File: src/rtl/fetch_decode_buffer_pkg.sv
// Shared decode definitions for the IF/ID buffer.
//   - instruction field bit positions (rdst, rsrc1, rsrc2)
//   - IMM_FLAG_BIT: when set, the word that follows is an immediate
//   - NOP_WORD: the all-zero bubble word
//   - state_t: S_INSTR expects an instruction, S_IMM expects the immediate
package fetch_decode_buffer_pkg;
  localparam int RDST_LSB     = 8;
  localparam int RSRC1_LSB    = 5;
  localparam int RSRC2_LSB    = 2;
  localparam int IMM_FLAG_BIT = 0;
  localparam logic [15:0] NOP_WORD = 16'h0000;

  typedef enum logic {
    S_INSTR = 1'b0,
    S_IMM   = 1'b1
  } state_t;
endpackage

File: src/rtl/fetch_decode_buffer_if.sv
// Fetch -> decode bus for the IF/ID buffer.
//   fetch side : fetch_valid, instr_in, pc_in, stall, flush
//   decode side: valid_out, instr_out, imm_out, pc_out,
//                rdst_out, rsrc1_out, rsrc2_out, imm_pending
// slave  = the buffer itself, master = whoever drives fetch and watches decode.
interface fetch_decode_buffer_if #(
  parameter int WIDTH    = 16,
  parameter int PC_WIDTH = 32,
  parameter int N_REGS   = 8
);
  localparam int AW = $clog2(N_REGS);

  logic                fetch_valid;
  logic [WIDTH-1:0]    instr_in;
  logic [PC_WIDTH-1:0] pc_in;
  logic                stall;
  logic                flush;

  logic                valid_out;
  logic [WIDTH-1:0]    instr_out;
  logic [WIDTH-1:0]    imm_out;
  logic [PC_WIDTH-1:0] pc_out;
  logic [AW-1:0]       rdst_out;
  logic [AW-1:0]       rsrc1_out;
  logic [AW-1:0]       rsrc2_out;
  logic                imm_pending;

  modport slave (
    input  fetch_valid, instr_in, pc_in, stall, flush,
    output valid_out, instr_out, imm_out, pc_out,
           rdst_out, rsrc1_out, rsrc2_out, imm_pending
  );

  modport master (
    output fetch_valid, instr_in, pc_in, stall, flush,
    input  valid_out, instr_out, imm_out, pc_out,
           rdst_out, rsrc1_out, rsrc2_out, imm_pending
  );
endinterface

File: src/rtl/fetch_decode_buffer.sv
// IF/ID pipeline register. Latches fetched words with their PC, pairs an
// instruction carrying IMM_FLAG with the immediate word that follows it into
// one decode packet (bubble while waiting), and supports stall and flush.
// Ports:
//   clk  - rising-edge clock
//   rst  - asynchronous active-high reset
//   bus  - fetch_decode_buffer_if.slave (fetch inputs, decode packet outputs)
// Register-address outputs are slices of the registered instruction, so the
// register file sampling on the falling edge sees settled addresses.
module fetch_decode_buffer
  import fetch_decode_buffer_pkg::*;
#(
  parameter int WIDTH    = 16,
  parameter int PC_WIDTH = 32,
  parameter int N_REGS   = 8
) (
  input  logic clk,
  input  logic rst,
  fetch_decode_buffer_if.slave bus
);
  localparam int AW = $clog2(N_REGS);

  state_t              state,      state_n;
  logic [WIDTH-1:0]    hold_instr, hold_instr_n;
  logic [PC_WIDTH-1:0] hold_pc,    hold_pc_n;
  logic                vld_q,      vld_n;
  logic [WIDTH-1:0]    instr_q,    instr_n;
  logic [WIDTH-1:0]    imm_q,      imm_n;
  logic [PC_WIDTH-1:0] pc_q,       pc_n;

  always_ff @(posedge clk or posedge rst) begin
    if (rst) begin
      state      <= S_INSTR;
      hold_instr <= '0;
      hold_pc    <= '0;
      vld_q      <= 1'b0;
      instr_q    <= '0;
      imm_q      <= '0;
      pc_q       <= '0;
    end else begin
      state      <= state_n;
      hold_instr <= hold_instr_n;
      hold_pc    <= hold_pc_n;
      vld_q      <= vld_n;
      instr_q    <= instr_n;
      imm_q      <= imm_n;
      pc_q       <= pc_n;
    end
  end

  always_comb begin
    // hold everything by default; this is exactly the stall behaviour
    state_n      = state;
    hold_instr_n = hold_instr;
    hold_pc_n    = hold_pc;
    vld_n        = vld_q;
    instr_n      = instr_q;
    imm_n        = imm_q;
    pc_n         = pc_q;
    if (bus.flush) begin
      state_n      = S_INSTR;
      hold_instr_n = '0;
      hold_pc_n    = '0;
      vld_n        = 1'b0;
      instr_n      = WIDTH'(NOP_WORD);
      imm_n        = '0;
      pc_n         = '0;
    end else if (!bus.stall) begin
      // bubble unless a complete packet is formed this cycle
      vld_n   = 1'b0;
      instr_n = WIDTH'(NOP_WORD);
      imm_n   = '0;
      pc_n    = '0;
      case (state)
        S_INSTR: begin
          if (bus.fetch_valid) begin
            if (bus.instr_in[IMM_FLAG_BIT]) begin
              hold_instr_n = bus.instr_in;
              hold_pc_n    = bus.pc_in;
              state_n      = S_IMM;
            end else begin
              vld_n   = 1'b1;
              instr_n = bus.instr_in;
              pc_n    = bus.pc_in;
            end
          end
        end
        S_IMM: begin
          // the word here is pure data; its IMM_FLAG bit is not looked at
          if (bus.fetch_valid) begin
            vld_n   = 1'b1;
            instr_n = hold_instr;
            pc_n    = hold_pc;
            imm_n   = bus.instr_in;
            state_n = S_INSTR;
          end
        end
        default: state_n = S_INSTR;
      endcase
    end
  end

  assign bus.valid_out   = vld_q;
  assign bus.instr_out   = instr_q;
  assign bus.imm_out     = imm_q;
  assign bus.pc_out      = pc_q;
  assign bus.rdst_out    = instr_q[RDST_LSB  +: AW];
  assign bus.rsrc1_out   = instr_q[RSRC1_LSB +: AW];
  assign bus.rsrc2_out   = instr_q[RSRC2_LSB +: AW];
  assign bus.imm_pending = (state == S_IMM);
endmodule

File: src/flat_wrapper.sv
// flat-port wrapper written by rule: the top's interface ports become plain ports
module fetch_decode_buffer_flat import fetch_decode_buffer_pkg::*;
#(
  parameter int WIDTH    = 16,
  parameter int PC_WIDTH = 32,
  parameter int N_REGS   = 8
)
  (clk, rst, bus_fetch_valid, bus_instr_in, bus_pc_in, bus_stall, bus_flush, bus_valid_out, bus_instr_out, bus_imm_out, bus_pc_out, bus_rdst_out, bus_rsrc1_out, bus_rsrc2_out, bus_imm_pending);
  fetch_decode_buffer_if #(.WIDTH(WIDTH), .PC_WIDTH(PC_WIDTH), .N_REGS(N_REGS)) bus_i ();
  input  logic clk;
  input  logic rst;
  input wire logic [$bits(bus_i.fetch_valid)-1:0] bus_fetch_valid;
  input wire logic [$bits(bus_i.instr_in)-1:0] bus_instr_in;
  input wire logic [$bits(bus_i.pc_in)-1:0] bus_pc_in;
  input wire logic [$bits(bus_i.stall)-1:0] bus_stall;
  input wire logic [$bits(bus_i.flush)-1:0] bus_flush;
  output wire logic [$bits(bus_i.valid_out)-1:0] bus_valid_out;
  output wire logic [$bits(bus_i.instr_out)-1:0] bus_instr_out;
  output wire logic [$bits(bus_i.imm_out)-1:0] bus_imm_out;
  output wire logic [$bits(bus_i.pc_out)-1:0] bus_pc_out;
  output wire logic [$bits(bus_i.rdst_out)-1:0] bus_rdst_out;
  output wire logic [$bits(bus_i.rsrc1_out)-1:0] bus_rsrc1_out;
  output wire logic [$bits(bus_i.rsrc2_out)-1:0] bus_rsrc2_out;
  output wire logic [$bits(bus_i.imm_pending)-1:0] bus_imm_pending;
  assign bus_i.fetch_valid = bus_fetch_valid;
  assign bus_i.instr_in = bus_instr_in;
  assign bus_i.pc_in = bus_pc_in;
  assign bus_i.stall = bus_stall;
  assign bus_i.flush = bus_flush;
  assign bus_valid_out = bus_i.valid_out;
  assign bus_instr_out = bus_i.instr_out;
  assign bus_imm_out = bus_i.imm_out;
  assign bus_pc_out = bus_i.pc_out;
  assign bus_rdst_out = bus_i.rdst_out;
  assign bus_rsrc1_out = bus_i.rsrc1_out;
  assign bus_rsrc2_out = bus_i.rsrc2_out;
  assign bus_imm_pending = bus_i.imm_pending;
  fetch_decode_buffer #(.WIDTH(WIDTH), .PC_WIDTH(PC_WIDTH), .N_REGS(N_REGS)) u_core (.clk(clk), .rst(rst), .bus(bus_i));
endmodule
File: config.mk
export PLATFORM = sky130hd
export DESIGN_NAME = fetch_decode_buffer_flat
export DESIGN_NICKNAME = d
export VERILOG_FILES = /design/src/rtl/fetch_decode_buffer_pkg.sv /design/src/rtl/fetch_decode_buffer_if.sv /design/src/rtl/fetch_decode_buffer.sv /design/src/flat_wrapper.sv
export SDC_FILE = /design/constraint.sdc
export NUM_CORES = 1
export LEC_CHECK = 0
export ABC_AREA = 1
export CAP_MARGIN = 20
export CORE_UTILIZATION = 54
export DETAILED_ROUTE_END_ITERATION = 10
export PLACE_DENSITY = 0.86
export SLEW_MARGIN = 40
export SYNTH_ARGS = -nofsm -noshare
export SYNTH_HDL_FRONTEND = slang
export SYNTH_SLANG_ARGS = --single-unit
export TNS_END_PERCENT = 5
File: constraint.sdc
create_clock -name clk -period 8.6 [get_ports clk]
set_input_delay 1.72 -clock clk [delete_from_list [all_inputs] [get_ports clk]]
set_output_delay 1.72 -clock clk [all_outputs]
set_load 0.01 [all_outputs]
* After elaboration in Yosys (flattened, before gate mapping)
Cells that the tools add are included.
Storage, ports and cells: flip-flop bits (word level) 114, bits of input ports 53, output and inout bits 75, word-level logic and storage cells 51
Operators by class: multiplexer cells 38, bitwise logic cells 1, eq/ne operators 2, reduce and logical (&&, ||, !) cells 3
Operators with widths (number):
- $mux 32 | 10
- $mux 16 | 14
- $pmux 32 s2 | 1
- $pmux 16 s2 | 1
- $mux 1 | 10
- $pmux 1 s2 | 2
- $reduce_and 4->1 | 1
- $reduce_bool 2->1 | 2
- $ne 2x1->1 const B | 1
- $ne 2x2->1 const B | 1
- $not 1->1 | 1

* Logic depth before layout (Yosys ltp)
depth in word-level cells 5, gate-level depth with buffers 9, gate-level depth less buffers 7

* Worst setup path before layout
Ideal clock, no wire load.
path type input port to flip-flop, start input bus_fetch_valid, end register u_core.hold_pc[0], data required time 8.481 ns, setup time 0.119 ns, stages on the path 8, arrival 2.442 ns, path buffers 3, path slack 6.039 ns, cell sequence buf_4 > nand2_1 > inv_2 > nand2_1 > buf_6 > buf_2 > nand3_1 > o21ai_2
On the way: cells in the longest elaborated chain, start to end 2
Ends and longest elaborated chain:
- start, declared | RTL line flat_wrapper.sv:12 | input wire logic [$bits(bus_i.fetch_valid)-1:0] bus_fetch_valid;
- $reduce_bool 2->1 (no source line)
- $reduce_and 4->1 (no source line)
- end signal, assigned | RTL line fetch_decode_buffer.sv:43 | hold_pc <= hold_pc_n;
- end, declared | RTL line fetch_decode_buffer.sv:25 | logic [PC_WIDTH-1:0] hold_pc, hold_pc_n;
Every way passes these cells. A chain may end at the register's enable or synchronous reset.

* Worst setup path in the final report
start register u_core.state (netlist: u_core.bus.imm_pending), end output bus_imm_pending
RTL lines:
- start, declared | RTL line fetch_decode_buffer.sv:23 | state_t state, state_n;
- start signal, assigned | RTL line fetch_decode_buffer.sv:41 | state <= state_n;
- end, declared | RTL line flat_wrapper.sv:24 | output wire logic [$bits(bus_i.imm_pending)-1:0] bus_imm_pending;
No word-level cell between the ends.

==> metrics.md <==
| Metric | Value |
|---|---|
| Outcome | finished clean |
| Fin. max-slew vios | 0 |
| Final WL | 14600 um |
| Count of final setup violators | 0 |
| Worst R2R End | u_core.bus.imm_out[1] |
| Adder and majority gate portion of the synthesized area | 0% |
| HP Class | register to register |
| CTS tree | yes |
| CP max-delay cell | dfrtp_1 |
| Peak VDD IR | 0.160 mV |
| Skew final | 0.00667 ns |
| Starting Density | 55.7% |
| DRC | 0 |
| Largest family of logic cells by synthesized area | simple AND/OR/NAND/NOR gates |
| Global route total overflow | 0 |
| Met2 WL | 7160 um |
| WHS Endpoint | u_core.bus.pc_out[20] |
| Row cnt | 36 |
| Inserted Clock Buffers | 17 |
| Max-Cap Viols | 0 |
| Simple-gate portion of the synthesized area | 28.4% |
| Fin Setup TNS | 0 ns |
| Dpl hpwl | 9040 um |
| Share of cells above drive strength 1 | 7.79% |
| Count of different cell masters after synthesis | 19 |
| Vias/cell | 5.42 |
| Tightest Pin Transition | 0.855 ns |
| Nets | 838 |
| Max Used Layer | met4 |
| Max incr delay on CP | 0.90 ns |
| YS warnings | 0 |
| Design Power | 1380 uW |
| Critical Path Sink Type | output port |
| WP buf/inv | 1 |
| Register area share after synthesis | 52.4% |
| Post-synthesis mux area share | 0% |
| XOR/XNOR Fraction of Synth Area | 0% |
| Starting DRT DRC Count | 391 |
| Max frequency | 259 MHz |
| CTS sink cnt | 114 |
| Crit-path max FO | 24 |
| Data arrival time of the worst path | 2.15 ns |
| Reg2Reg Setup Slack | 6.13 ns |
| Vias in the first global route | 4964 |
| Clk_lat worst skew | 0.52 ns |
| Post-synth top area share | 52.4% |
| Final worst slack | 4.73 ns |
| Compound-cell area share of the yosys netlist | 7.54% |
| Final Cycle Share | 45.0% |
| Clock slew seen by the registers of the worst setup and hold paths | 0.05 ns |
| IO Pins | 128 |
| R2R depth | 4 |
| H-tree depth | 4 |
| GP Congestion | 0.855 |
| Top cells by area, synth | dfrtp_1, nand2_1, nand3_1, inv_1, o21ai_2 |
| Fin. Hold Viols | 0 |
| Die X | 102 um |
| Slew HR | 43.0% |
| Layout Cells excl Fill | 930 |
| Final min period | 3.87 ns |
| Post-CTS Setup Inserts | 0 |
| Power per cell area | 192 mW/mm2 |
| Startpoint types | register |
| CTS hold repair buffers | 0 |
| Leakage | 0.00372 uW |
| Remaining antenna violation count | 0 |
| First-pass GRT wire length | 23200 um |
| Die Y-Extent | 102 um |
| Hold Path Depth | 2 |
| Max clock buf depth | 2 |
| DR WL/cell | 15.7 um |
| Synth Cell Area | 0.00545 mm2 |
| Synth Register Bits | 114 |
| TritonRoute pass-1 iters | 5 |
| M1 WL | 5890 um |
| Worst EP required | 6.88 ns |
| Post-synth top area cell | dfrtp_1 |
| Unrepaired setup endpoints after global routing | false |
| Cell count after synthesis | 689 |
| Placed insts | 899 |
| Largest net degree at the start of global routing | 66 |
| Critical path's top delay family | flip-flops |
| Worst Hold Launch | u_core.bus.pc_out[20] |
| Synth Net Count | 742 |
| Initial antenna violation count | 1 |
| Core region area | 0.00977 mm2 |
| Final Core Density | 73.6% |
| Root buffer cell | clkbuf_8 |
| FF-to-FF Start | u_core.bus.imm_pending |
| Post-CTS sizing | 0 |
| Setup CP Type | register to output port |
| Met3 wire length | 1100 um |
| Via count | 5041 |
| Port Buffers | 127 |
| CP cell instances | clkdlybuf4s50_1 |
| Total track usage | 29.4% |
| Synthesis-to-finish area growth | 32.1% |
| Die area | 0.0105 mm2 |
| DP Worst Slack | 4.42 ns |
| Avg Cell Area, Syn | 7.90 um2 |
logic make-up (layout without fill, tap and decap cells):
kind of cell	Yosys count	in the layout
other	0	1
AO/OA/AOI/OAI	67	67
buffers and inverters	141	248
flip-flops	114	114
AND/OR/NAND/NOR	367	367
stage by stage:
step	area, um2	hold slack [ns]
2_1_floorplan	5450	0.440
5_1_grt	7190	0.495
3_3_place_gp	6610	0.453
6_report	7190	0.478
4_1_cts	7180	0.480
3_5_place_dp	6620	0.466
registers in the layout, indices dropped and copies added (netlist names):
register and flops:
u_core.hold_pc 32, u_core.bus.imm_pending 1, u_core.bus.imm_out 16, u_core.bus.valid_out 1, u_core.hold_instr 16, u_core.bus.pc_out 32, u_core.bus.instr_out 16
where the power goes:
| part | switching (uW) | internal [uW] | leakage, uW | total (uW) |
|---|---|---|---|---|
| combinational | 80.9 | 54.4 | 0.00187 | 135 |
| sequential | 12.2 | 553 | 0.00157 | 565 |
| clock | 232 | 446 | 0.000284 | 678 |
| total | 325 | 1050 | 0.00372 | 1380 |
cells in the mapped netlist:
library cell and number:
nand3_1 121, buf_6 3, inv_2 4, buf_4 13
a21oi_1 1, nand2_1 240, inv_1 84, o21ai_1 13
clkbuf_1 5, o21ai_0 33, dfrtp_1 114, nor2_1 2
buf_1 3, o21ai_2 20, buf_2 28, nor2_2 2
nand3_2 1, clkbuf_2 1, nor3_2 1
worst max path at each step:
stage,start,end,slack (ns),cells past startpoint
2_1_floorplan,rst,u_core.bus.imm_out[0],3.86,1
3_3_place_gp,bus_flush,u_core.hold_pc[12],4.18,4
3_5_place_dp,bus_stall,u_core.bus.imm_out[6],4.42,5
4_1_cts,u_core.bus.imm_pending,bus_imm_pending,4.77,1
5_1_grt,bus_stall,u_core.bus.imm_out[10],4.68,5
6_report,u_core.bus.imm_pending,bus_imm_pending,4.73,1
cell usage in the layout, fill, tap and decap left out:
| master | instances |
|---|---|
| o21ai_2 | 20 |
| nor2_4 | 1 |
| nand2_1 | 239 |
| clkbuf_16 | 16 |
| diode_2 | 1 |
| clkbuf_8 | 6 |
| nand3_1 | 121 |
| inv_2 | 3 |
| dfrtp_1 | 114 |
| nor3_2 | 1 |
| clkinv_2 | 4 |
| buf_2 | 1 |
| bufinv_16 | 2 |
| inv_1 | 82 |
| nor2_2 | 1 |
| o21ai_1 | 13 |
| buf_4 | 3 |
| a21oi_1 | 1 |
| nand2_4 | 1 |
| nor2_1 | 2 |
| clkbuf_1 | 3 |
| inv_4 | 2 |
| nand3_4 | 1 |
| o21ai_0 | 33 |
| clkdlybuf4s50_1 | 126 |
area by class of cell:
type / instances / area [um2]
multi-input combinational: 434 / 1980
clock inverter: 5 / 75.1
clock buffer: 25 / 494
tap: 133 / 166
sequential: 114 / 2850
timing repair buffer: 130 / 1290
fill: 721 / 2580
inverter: 88 / 337
antenna: 1 / 2.50
layer usage:
| layer | vias to the layer above | track usage [%] |
|---|---|---|
| li1 | 2348 | - |
| met1 | 2377 | 37.1 |
| met2 | 271 | 47.4 |
| met3 | 45 | 7.05 |
| met4 | 0 | 14.4 |
| met5 | - | 0 |
Power figures use the tool's default switching activity.
